<file path="config.mk">
export PLATFORM = sky130hd
export DESIGN_NAME = sync_fifo_flags
export DESIGN_NICKNAME = d
export VERILOG_FILES = /design/src/rtl/sync_fifo_flags.sv
export SDC_FILE = /design/constraint.sdc
export NUM_CORES = 2
export LEC_CHECK = 0
export CAP_MARGIN = 40
export CORE_MARGIN = 2
export CORE_UTILIZATION = 55
export CTS_BUF_LIST = sky130_fd_sc_hd__clkbuf_4 sky130_fd_sc_hd__clkbuf_8
export DETAILED_ROUTE_END_ITERATION = 6
export PLACE_DENSITY = 0.73
export SLEW_MARGIN = 15
export SYNTH_ARGS = -nofsm -noshare
export SYNTH_HDL_FRONTEND = slang
export SYNTH_SLANG_ARGS = --single-unit
</file>
<file path="constraint.sdc">
create_clock -name clk -period 3.5 [get_ports clk]
set_input_delay 0.525 -clock clk [delete_from_list [all_inputs] [get_ports clk]]
set_output_delay 0.525 -clock clk [all_outputs]
set_load 0.005 [all_outputs]
</file>
<file path="src/rtl/sync_fifo_flags.sv">
// ---------------------------------------------------------------------------
// sync_fifo_flags
//
// Single-clock FIFO with level flags, threshold flags, an occupancy count
// and sticky overflow/underflow error flags.
//
// Optional feature macro: SYNC_FIFO_FWFT_EN
//   undefined : standard mode. read_data is loaded on the edge that accepts
//               a read, so there is one cycle of latency.
//   defined   : first-word-fall-through mode. read_data already shows the
//               oldest word whenever fifo_empty is 0, and read_en pops it.
//
// Parameters
//   RAM_WIDTH           data word width (1..256)
//   RAM_DEPTH           number of entries (power of two, >= 4)
//   ALMOST_FULL_THRESH  fifo_almost_full  = (fifo_count >= threshold)
//   ALMOST_EMPTY_THRESH fifo_almost_empty = (fifo_count <= threshold)
//
// Ports
//   clk               rising-edge clock
//   rst_n             asynchronous active-low reset
//   fifo_clr          synchronous flush (pointers, count, error flags)
//   write_en          write request
//   write_data        word to write
//   read_en           read request
//   read_data         word read out
//   fifo_empty        no words held
//   fifo_full         RAM_DEPTH words held
//   fifo_almost_empty count at or below ALMOST_EMPTY_THRESH
//   fifo_almost_full  count at or above ALMOST_FULL_THRESH
//   fifo_count        current fill level, 0..RAM_DEPTH
//   overflow          sticky: a write was attempted while full
//   underflow         sticky: a read was attempted while empty
// ---------------------------------------------------------------------------
module sync_fifo_flags #(
   parameter int RAM_WIDTH           = 8,
   parameter int RAM_DEPTH           = 256,
   parameter int ALMOST_FULL_THRESH  = RAM_DEPTH - 4,
   parameter int ALMOST_EMPTY_THRESH = 4
) (
   input  logic                         clk,
   input  logic                         rst_n,
   input  logic                         fifo_clr,
   input  logic                         write_en,
   input  logic [RAM_WIDTH-1:0]         write_data,
   input  logic                         read_en,
   output logic [RAM_WIDTH-1:0]         read_data,
   output logic                         fifo_empty,
   output logic                         fifo_full,
   output logic                         fifo_almost_empty,
   output logic                         fifo_almost_full,
   output logic [$clog2(RAM_DEPTH):0]   fifo_count,
   output logic                         overflow,
   output logic                         underflow
);

   localparam int ADDR_WIDTH = $clog2(RAM_DEPTH);
   localparam int PTR_W      = ADDR_WIDTH + 1;

   localparam logic [PTR_W-1:0] ONE         = PTR_W'(1);
   localparam logic [PTR_W-1:0] DEPTH_LEVEL = PTR_W'(RAM_DEPTH);
   localparam logic [PTR_W-1:0] AF_LEVEL    = PTR_W'(ALMOST_FULL_THRESH);
   localparam logic [PTR_W-1:0] AE_LEVEL    = PTR_W'(ALMOST_EMPTY_THRESH);

   logic [RAM_WIDTH-1:0] ram_q [RAM_DEPTH];

   logic [PTR_W-1:0]     wr_ptr_q, wr_ptr_d;
   logic [PTR_W-1:0]     rd_ptr_q, rd_ptr_d;
   logic [PTR_W-1:0]     count_q, count_d;
   logic [RAM_WIDTH-1:0] read_data_q, read_data_d;
   logic                 overflow_q, overflow_d;
   logic                 underflow_q, underflow_d;

   logic                 ram_we;
   logic                 wr_accept;
   logic                 rd_accept;

`ifdef SYNC_FIFO_FWFT_EN
   // The output register holds the oldest word; the RAM holds the rest.
   logic                 out_valid_q, out_valid_d;
   logic                 ram_empty;
   logic                 bypass;

   assign ram_empty  = (wr_ptr_q == rd_ptr_q);
   assign fifo_empty = ~out_valid_q;
   // The RAM never holds more than RAM_DEPTH-1 words here, so the pointer
   // pair cannot express "full"; the count (which includes the output
   // register) is the authoritative level.
   assign fifo_full  = (count_q == DEPTH_LEVEL);
`else
   assign fifo_empty = (wr_ptr_q == rd_ptr_q);
   // Same slot but one lap apart.
   assign fifo_full  = (wr_ptr_q[ADDR_WIDTH-1:0] == rd_ptr_q[ADDR_WIDTH-1:0]) &&
                       (wr_ptr_q[ADDR_WIDTH] != rd_ptr_q[ADDR_WIDTH]);
`endif

   assign fifo_almost_full  = (count_q >= AF_LEVEL);
   assign fifo_almost_empty = (count_q <= AE_LEVEL);

   assign wr_accept = write_en & ~fifo_full;
   assign rd_accept = read_en & ~fifo_empty;

   assign read_data  = read_data_q;
   assign fifo_count = count_q;
   assign overflow   = overflow_q;
   assign underflow  = underflow_q;

   // Next-state logic: flush wins over everything, otherwise accepted
   // reads/writes move the pointers, the count tracks the net change and
   // rejected requests latch the sticky error flags.
   always_comb begin
      wr_ptr_d    = wr_ptr_q;
      rd_ptr_d    = rd_ptr_q;
      count_d     = count_q;
      read_data_d = read_data_q;
      overflow_d  = overflow_q;
      underflow_d = underflow_q;
      ram_we      = 1'b0;
`ifdef SYNC_FIFO_FWFT_EN
      out_valid_d = out_valid_q;
      bypass      = 1'b0;
`endif

      if (fifo_clr) begin
         wr_ptr_d    = '0;
         rd_ptr_d    = '0;
         count_d     = '0;
         overflow_d  = 1'b0;
         underflow_d = 1'b0;
`ifdef SYNC_FIFO_FWFT_EN
         out_valid_d = 1'b0;
`endif
      end else begin
         if (write_en && fifo_full) begin
            overflow_d = 1'b1;
         end
         if (read_en && fifo_empty) begin
            underflow_d = 1'b1;
         end

`ifdef SYNC_FIFO_FWFT_EN
         // Refill the output register whenever it is free or being popped:
         // from the RAM if it has data, otherwise straight from a write so
         // the first word is visible one cycle after it is written.
         if (!out_valid_q || rd_accept) begin
            if (!ram_empty) begin
               read_data_d = ram_q[rd_ptr_q[ADDR_WIDTH-1:0]];
               rd_ptr_d    = rd_ptr_q + ONE;
               out_valid_d = 1'b1;
            end else if (wr_accept) begin
               read_data_d = write_data;
               out_valid_d = 1'b1;
               bypass      = 1'b1;
            end else begin
               out_valid_d = 1'b0;
            end
         end
         if (wr_accept && !bypass) begin
            ram_we   = 1'b1;
            wr_ptr_d = wr_ptr_q + ONE;
         end
`else
         if (wr_accept) begin
            ram_we   = 1'b1;
            wr_ptr_d = wr_ptr_q + ONE;
         end
         if (rd_accept) begin
            read_data_d = ram_q[rd_ptr_q[ADDR_WIDTH-1:0]];
            rd_ptr_d    = rd_ptr_q + ONE;
         end
`endif

         case ({wr_accept, rd_accept})
            2'b10:   count_d = count_q + ONE;
            2'b01:   count_d = count_q - ONE;
            default: count_d = count_q;
         endcase
      end
   end

   // State registers, cleared immediately by rst_n.
   always_ff @(posedge clk or negedge rst_n) begin
      if (!rst_n) begin
         wr_ptr_q    <= '0;
         rd_ptr_q    <= '0;
         count_q     <= '0;
         read_data_q <= '0;
         overflow_q  <= 1'b0;
         underflow_q <= 1'b0;
`ifdef SYNC_FIFO_FWFT_EN
         out_valid_q <= 1'b0;
`endif
      end else begin
         wr_ptr_q    <= wr_ptr_d;
         rd_ptr_q    <= rd_ptr_d;
         count_q     <= count_d;
         read_data_q <= read_data_d;
         overflow_q  <= overflow_d;
         underflow_q <= underflow_d;
`ifdef SYNC_FIFO_FWFT_EN
         out_valid_q <= out_valid_d;
`endif
      end
   end

   // Storage array; deliberately not reset or flushed so it maps onto RAM.
   always_ff @(posedge clk) begin
      if (ram_we) begin
         ram_q[wr_ptr_q[ADDR_WIDTH-1:0]] <= write_data;
      end
   end

endmodule
</file>
### After elaboration in Yosys (flattened, before gate mapping)

Memory sizes are Yosys's and may differ from the RTL's. A register that Yosys moved wholly into a read port is not among the register bits.
Cells that the tools add are included.

* output and inout port bits: 23
* input port bits: 13
* memories: 1
* logic and storage cells: 46
* memory bits (writable): 2048
* register bits after elaboration: 29

Memories
* ram_q: words 256, bits a word 8, rd ports 1, clocked after memory_dff 1, wr ports 1, line 65 `logic [RAM_WIDTH-1:0] ram_q [RAM_DEPTH];`

* bitwise logic cells: 5
* muxes and demuxes: 14
* add/subtract/negate cells: 4
* reduce and logical (&&, ||, !) cells: 10
* magnitude comparators: 2
* equal/unequal tests: 5

Operators by type and width (count)
* $mux 9: 5
* $add 9x1->9 const B: 3
* $pmux 9 s2: 1
* $eq 9x9->1: 1
* $ge 9x8->1 const B: 1
* $le 9x3->1 const B: 1
* $sub 9x1->9 const B: 1
* $eq 8x8->1: 1
* $mux 1: 8
* $reduce_bool 2->1: 4
* $logic_and 1x1->1: 3
* $not 1->1: 3
* $reduce_bool 3->1: 1
* $and 1x1->1: 2
* $eq 2x1->1 const B: 1
* $eq 2x2->1 const B: 1
* $reduce_and 2->1: 1
* $logic_not 1->1: 1
* $ne 1x1->1: 1

### Depth between registers and ports, before layout

* word-level depth: 8
* mapped depth: 19

### Worst setup path before layout

OpenSTA, ideal clock, no wires.

* path kind: register to register
* from: reg rd_ptr_q[0]
* to: reg count_q[8], in the netlist fifo_count[8]
* stages on the path, launching flop included: 20
* data required time: 3368 ps
* slack: -173 ps
* buffers on the path: 4
* arrival: 3541 ps
* setup time: 132 ps
* period minus slack after synthesis: 3673 ps
* path through: dfrtp_1 -> buf_2 -> buf_4 -> buf_4 -> xor2_1 -> nor2_1 -> nand4_1 -> nand2_1 -> buf_2 -> nand2_1 -> inv_1 -> ha_1 -> a21o_1 -> a21oi_1 -> nor2b_1 -> o21a_1 -> o41ai_1 -> mux2i_1 -> xnor2_1 -> nor2_1

* cells in the longest elaborated chain, start to end: 7
* elaborated cells between the ends (all ways): 12
* those cells by class: 4 x eq/ne; 2 x mux; 4 x bitwise; 2 x reduce/logical

RTL lines
* start: declaration: line 68 `logic [PTR_W-1:0] rd_ptr_q, rd_ptr_d;`
* start signal: assignment: line 195 `rd_ptr_q <= rd_ptr_d;`
* $eq 8x8->1: line 93 `assign fifo_full = (wr_ptr_q[ADDR_WIDTH-1:0] == rd_ptr_q[ADDR_WIDTH-1:0]) &&`
* $logic_and 1x1->1: line 93
* $not 1->1: line 100 `assign wr_accept = write_en & ~fifo_full;`
* $and 1x1->1: line 100
* $eq 2x1->1 / $eq 2x2->1 (equally long branches): line 173 `case ({wr_accept, rd_accept})`
* $pmux 9 s2: line 173
* $mux 9: line 124 `if (fifo_clr) begin`
* end signal: assignment: line 196 `count_q <= count_d;`
* end: declaration: line 69 `logic [PTR_W-1:0] count_q, count_d;`

Parallel ways exist; a longest one is shown, timed or not.
A chain may end at the register's enable or synchronous reset.

### Worst setup path in the final report

* from: reg rd_ptr_q[0]
* to: reg read_data_q[0], in the netlist read_data[0], read port of ram_q

* cells in the longest elaborated chain, start to end: 4

RTL lines
* $eq 9x9->1: line 91 `assign fifo_empty = (wr_ptr_q == rd_ptr_q);`
* $not 1->1: line 101 `assign rd_accept = read_en & ~fifo_empty;`
* $and 1x1->1: line 101
* $reduce_and 2->1 (no source line)
* end: declaration: line 70 `logic [RAM_WIDTH-1:0] read_data_q, read_data_d;`

Parallel ways exist; a longest one is shown, timed or not.

==> results.md <==
* FMAX at 286 MHz
* Clock network power share at 36.6%
* Hold Crit Endpoint: ram_q[96][0]
* Post-Syn Instances at 3891
* Yosys cell types at 63
* Hold Crit Class: in2reg
* Starting Density at 55.2%
* Wire length per cell at 31.6 µm
* Die ar. at 151000 µm²
* Largest net degree at the start of global routing at 122
* Worst r2r src: rd_ptr_q[0]
* Final hold vios at 0
* # IOs at 36
* Worst-skew pair later-pin latency at 1.04 ns
* Worst Skew at 0.0679 ns
* PwrDens at 579 nW/µm²
* RSZ-0062 raised after global routing: yes
* Critical Path RT at 4.40 ns
* R2R depth at 9
* Ys flop type: edfxtp_1
* Vias/cell at 6.53
* Min-Delay Path Depth at 1
* Commonest cells in the netlist: 2048 x edfxtp_1, 512 x mux4_2, 358 x nor2_1
* Post-Layout Cell Count at 6581
* WP data arrival at 4.40 ns
* Hold_sp: write_data[0]
* Die Ht at 389 µm
* Sw power at 0.0126 W
* Slew Viols, Final at 0
* Delay of the slowest critical-path stage at 0.58 ns
* Vias in the first global route at 42478
* TritonCTS Buffers at 336
* Max Cap Viol at 0
* Worst setup margin at 0.00807 ns
* Share of cells above drive strength 1 at 31.0%
* Die Span X at 389 µm
* TritonRoute pass-1 iters at 6
* Async set or reset register ratio after synthesis at 1.77%
* Sw frac at 23.4%
* Period utilization at 99.8%
* Worst Setup Start Kind: flop
* Grt total ovfl at 0
* Initial antenna violation count at 10
* Post-synth EDFFs at 2048
* Cell Area, Placed at 86400 µm²
* Most used cell, CP: buf_12
* Syn Std Cell Area at 81300 µm²
* Placement Setup Slack at -0.0751 ns
* CP Buf/Inv Count at 2
* Status: finished, final reports clean
* Sequential fraction of the synthesis area at 76.8%
* Worst-path clk slew at 0.06 ns
* Critical path's slowest cell: mux4_2
* FF+latch count, synth at 2085
* Critical path cell sequence: buf_12 -> buf_12 -> mux4_2 -> a32oi_1 -> o211ai_1 -> o21bai_1 -> a41oi_1 -> nor4_2 -> nor3_1
* Clock root cell: clkbuf_8
* Drt drc at 0
* Post-Layout Inst Area at 92900 µm²
* Peak VDD IR at 0.386 mV
* Row count at 141
* Total track usage at 27.6%
* Share of the synthesized area in the top cell type at 75.6%
* R2R Path End: read_data[0]
* Final GP Congestion at 0.893
* Internal power at 0.0413 W
* Critical Path End Type: flop
* Worst Path Max Fanout at 29
* Worst slew pin tran at 0.920 ns
* Global-route wire length before repair at 298 mm
* Final net count at 4444
* Port Buffers at 35
* P_leak at 29.3 nW
* Clock sinks at 2085
* R2R setup slack at 0.008 ns
* Number of nets with antenna violations after routing at 0
* Avg Synthesized Cell Area at 20.9 µm²
* Net Count, Synth at 3917
* Synth Warn # at 0
* Leading cell type by number of instances after synthesis: edfxtp_1
* Count of final setup violators at 0
* Sequential power share at 51.4%
* CTS tree: built
* Critical path class: reg2reg
* Yosys top cell by area: edfxtp_1
* H-tree depth at 5
* Max-slew headroom at 38.4%
* Dpl hpwl at 129 mm
* Initial DRC count at 6369
* Via Count at 42976
* Clk buf depth at 4
* Post-layout min period at 3.49 ns
* Drt total wl at 208 mm
* Core area at 147000 µm²
* Largest cells by area after synthesis: edfxtp_1 76%, mux4_2 14%, nor2_1 1.7%
* Comb pwr share at 12.0%
* Area Overhead vs Synth at 14.3%
* Placed Instances at 5984
* Crit path max-delay family: compound AO/OA/AOI/OAI gates
stage by stage:
| step | util, % | TNS (ns) | power, W | hold slack, ns |
|---|---|---|---|---|
| 6_report | 63.1 | 0 | 0.0538 | 0.0558 |
| 5_1_grt | 63.1 | -1.00 | 0.0554 | 0.0346 |
| 4_1_cts | 62.9 | -0.0262 | 0.0540 | 0.0700 |
| 3_5_place_dp | 58.6 | -0.104 | 0.0346 | 0.419 |
| 3_3_place_gp | 58.5 | -0.0857 | 0.0345 | 0.478 |
| 2_1_floorplan | - | 0 | 0.0321 | 0.229 |
logic make-up after synthesis:
logic type	Yosys count	synth area share [%]
and+or+nand+nor	611	3.17
adders and majority gates	13	0.209
AOI/OAI and AO/OA	299	2.62
muxes	612	15.4
xor gates and xnor gates	34	0.366
buffers and inverters	237	1.46
DFF	2085	76.8
final cells by class:
| cell class | count | area [µm²] |
|---|---|---|
| Sequential cell | 2085 | 62400 |
| Fill cell | 9618 | 54400 |
| Multi-Input combinational cell | 1569 | 17800 |
| Clock buffer | 461 | 5630 |
| Timing Repair Buffer | 417 | 4000 |
| Tap cell | 1930 | 2410 |
| Clock inverter | 106 | 558 |
| Inverter | 9 | 40.0 |
| Antenna cell | 4 | 10.0 |
layout by cell type, fill, tap and decap left out, drive strengths merged, types with 12 or more instances in the layout:
| cell type | Yosys | routed |
|---|---|---|
| a221oi | 28 | 28 |
| nand2b | 12 | 12 |
| mux2i | 88 | 88 |
| nor2b | 26 | 26 |
| nor2 | 358 | 358 |
| buf | 123 | 378 |
| mux2 | 12 | 12 |
| nand3 | 48 | 48 |
| a21oi | 47 | 47 |
| dfrtp | 37 | 37 |
| clkdlybuf4s50 | 0 | 24 |
| mux4 | 512 | 512 |
| a22oi | 68 | 68 |
| xor2 | 15 | 15 |
| ha | 12 | 12 |
| clkinv | 0 | 96 |
| nor3 | 21 | 21 |
| a22o | 20 | 20 |
| a31oi | 12 | 12 |
| o22ai | 29 | 29 |
| edfxtp | 2048 | 2048 |
| xnor2 | 19 | 19 |
| clkbuf | 105 | 469 |
| nand2 | 110 | 110 |
| o21ai | 29 | 29 |
power by group through the flow:
stage,logic (W),registers [W],clock network (W)
3_3_place_gp,0.00637,0.0282,0
6_report,0.00649,0.0277,0.0197
3_5_place_dp,0.00643,0.0282,0
2_1_floorplan,0.00407,0.0281,0
4_1_cts,0.00646,0.0277,0.0199
5_1_grt,0.00681,0.0277,0.0210
repair_timing:
item	4_1_cts	5_1_grt
resized for setup	3	14
hold buffers	3	2
hold endpoints to repair	37	23
pin swaps	1	7
setup endpoints to repair	4	28
buffers inserted	4	2
how the worst max path moves through the flow:
stage | from | slack [ns] | depth (start not counted) | to
finish | rd_ptr_q[0] | 0.008 | 9 | read_data[0]
global placement | rd_ptr_q[0] | -0.09 | 9 | read_data[0]
global route | rd_ptr_q[0] | -0.05 | 10 | ram_q[51][6]
detailed placement | rd_ptr_q[0] | -0.08 | 9 | read_data[0]
floorplan | rd_ptr_q[0] | 0.02 | 19 | fifo_count[8]
CTS | rd_ptr_q[3] | -0.03 | 6 | fifo_empty
sequential cells by signal, indices dropped and copies added (netlist names):
signal,flops
fifo_count,9
overflow,1
ram_q,2048
rd_ptr_q,9
read_data,8
underflow,1
wr_ptr_q,9
layer usage:
metal / global-route usage [%] / up-vias / wire length [µm]
li1: - / 17225 / -
met4: 11.5 / 8 / 8850
met5: 0 / - / 50
met3: 6.26 / 516 / 23400
met1: 39.5 / 22334 / 78500
met2: 41.6 / 2893 / 96800
Power figures use the tool's default switching activity.
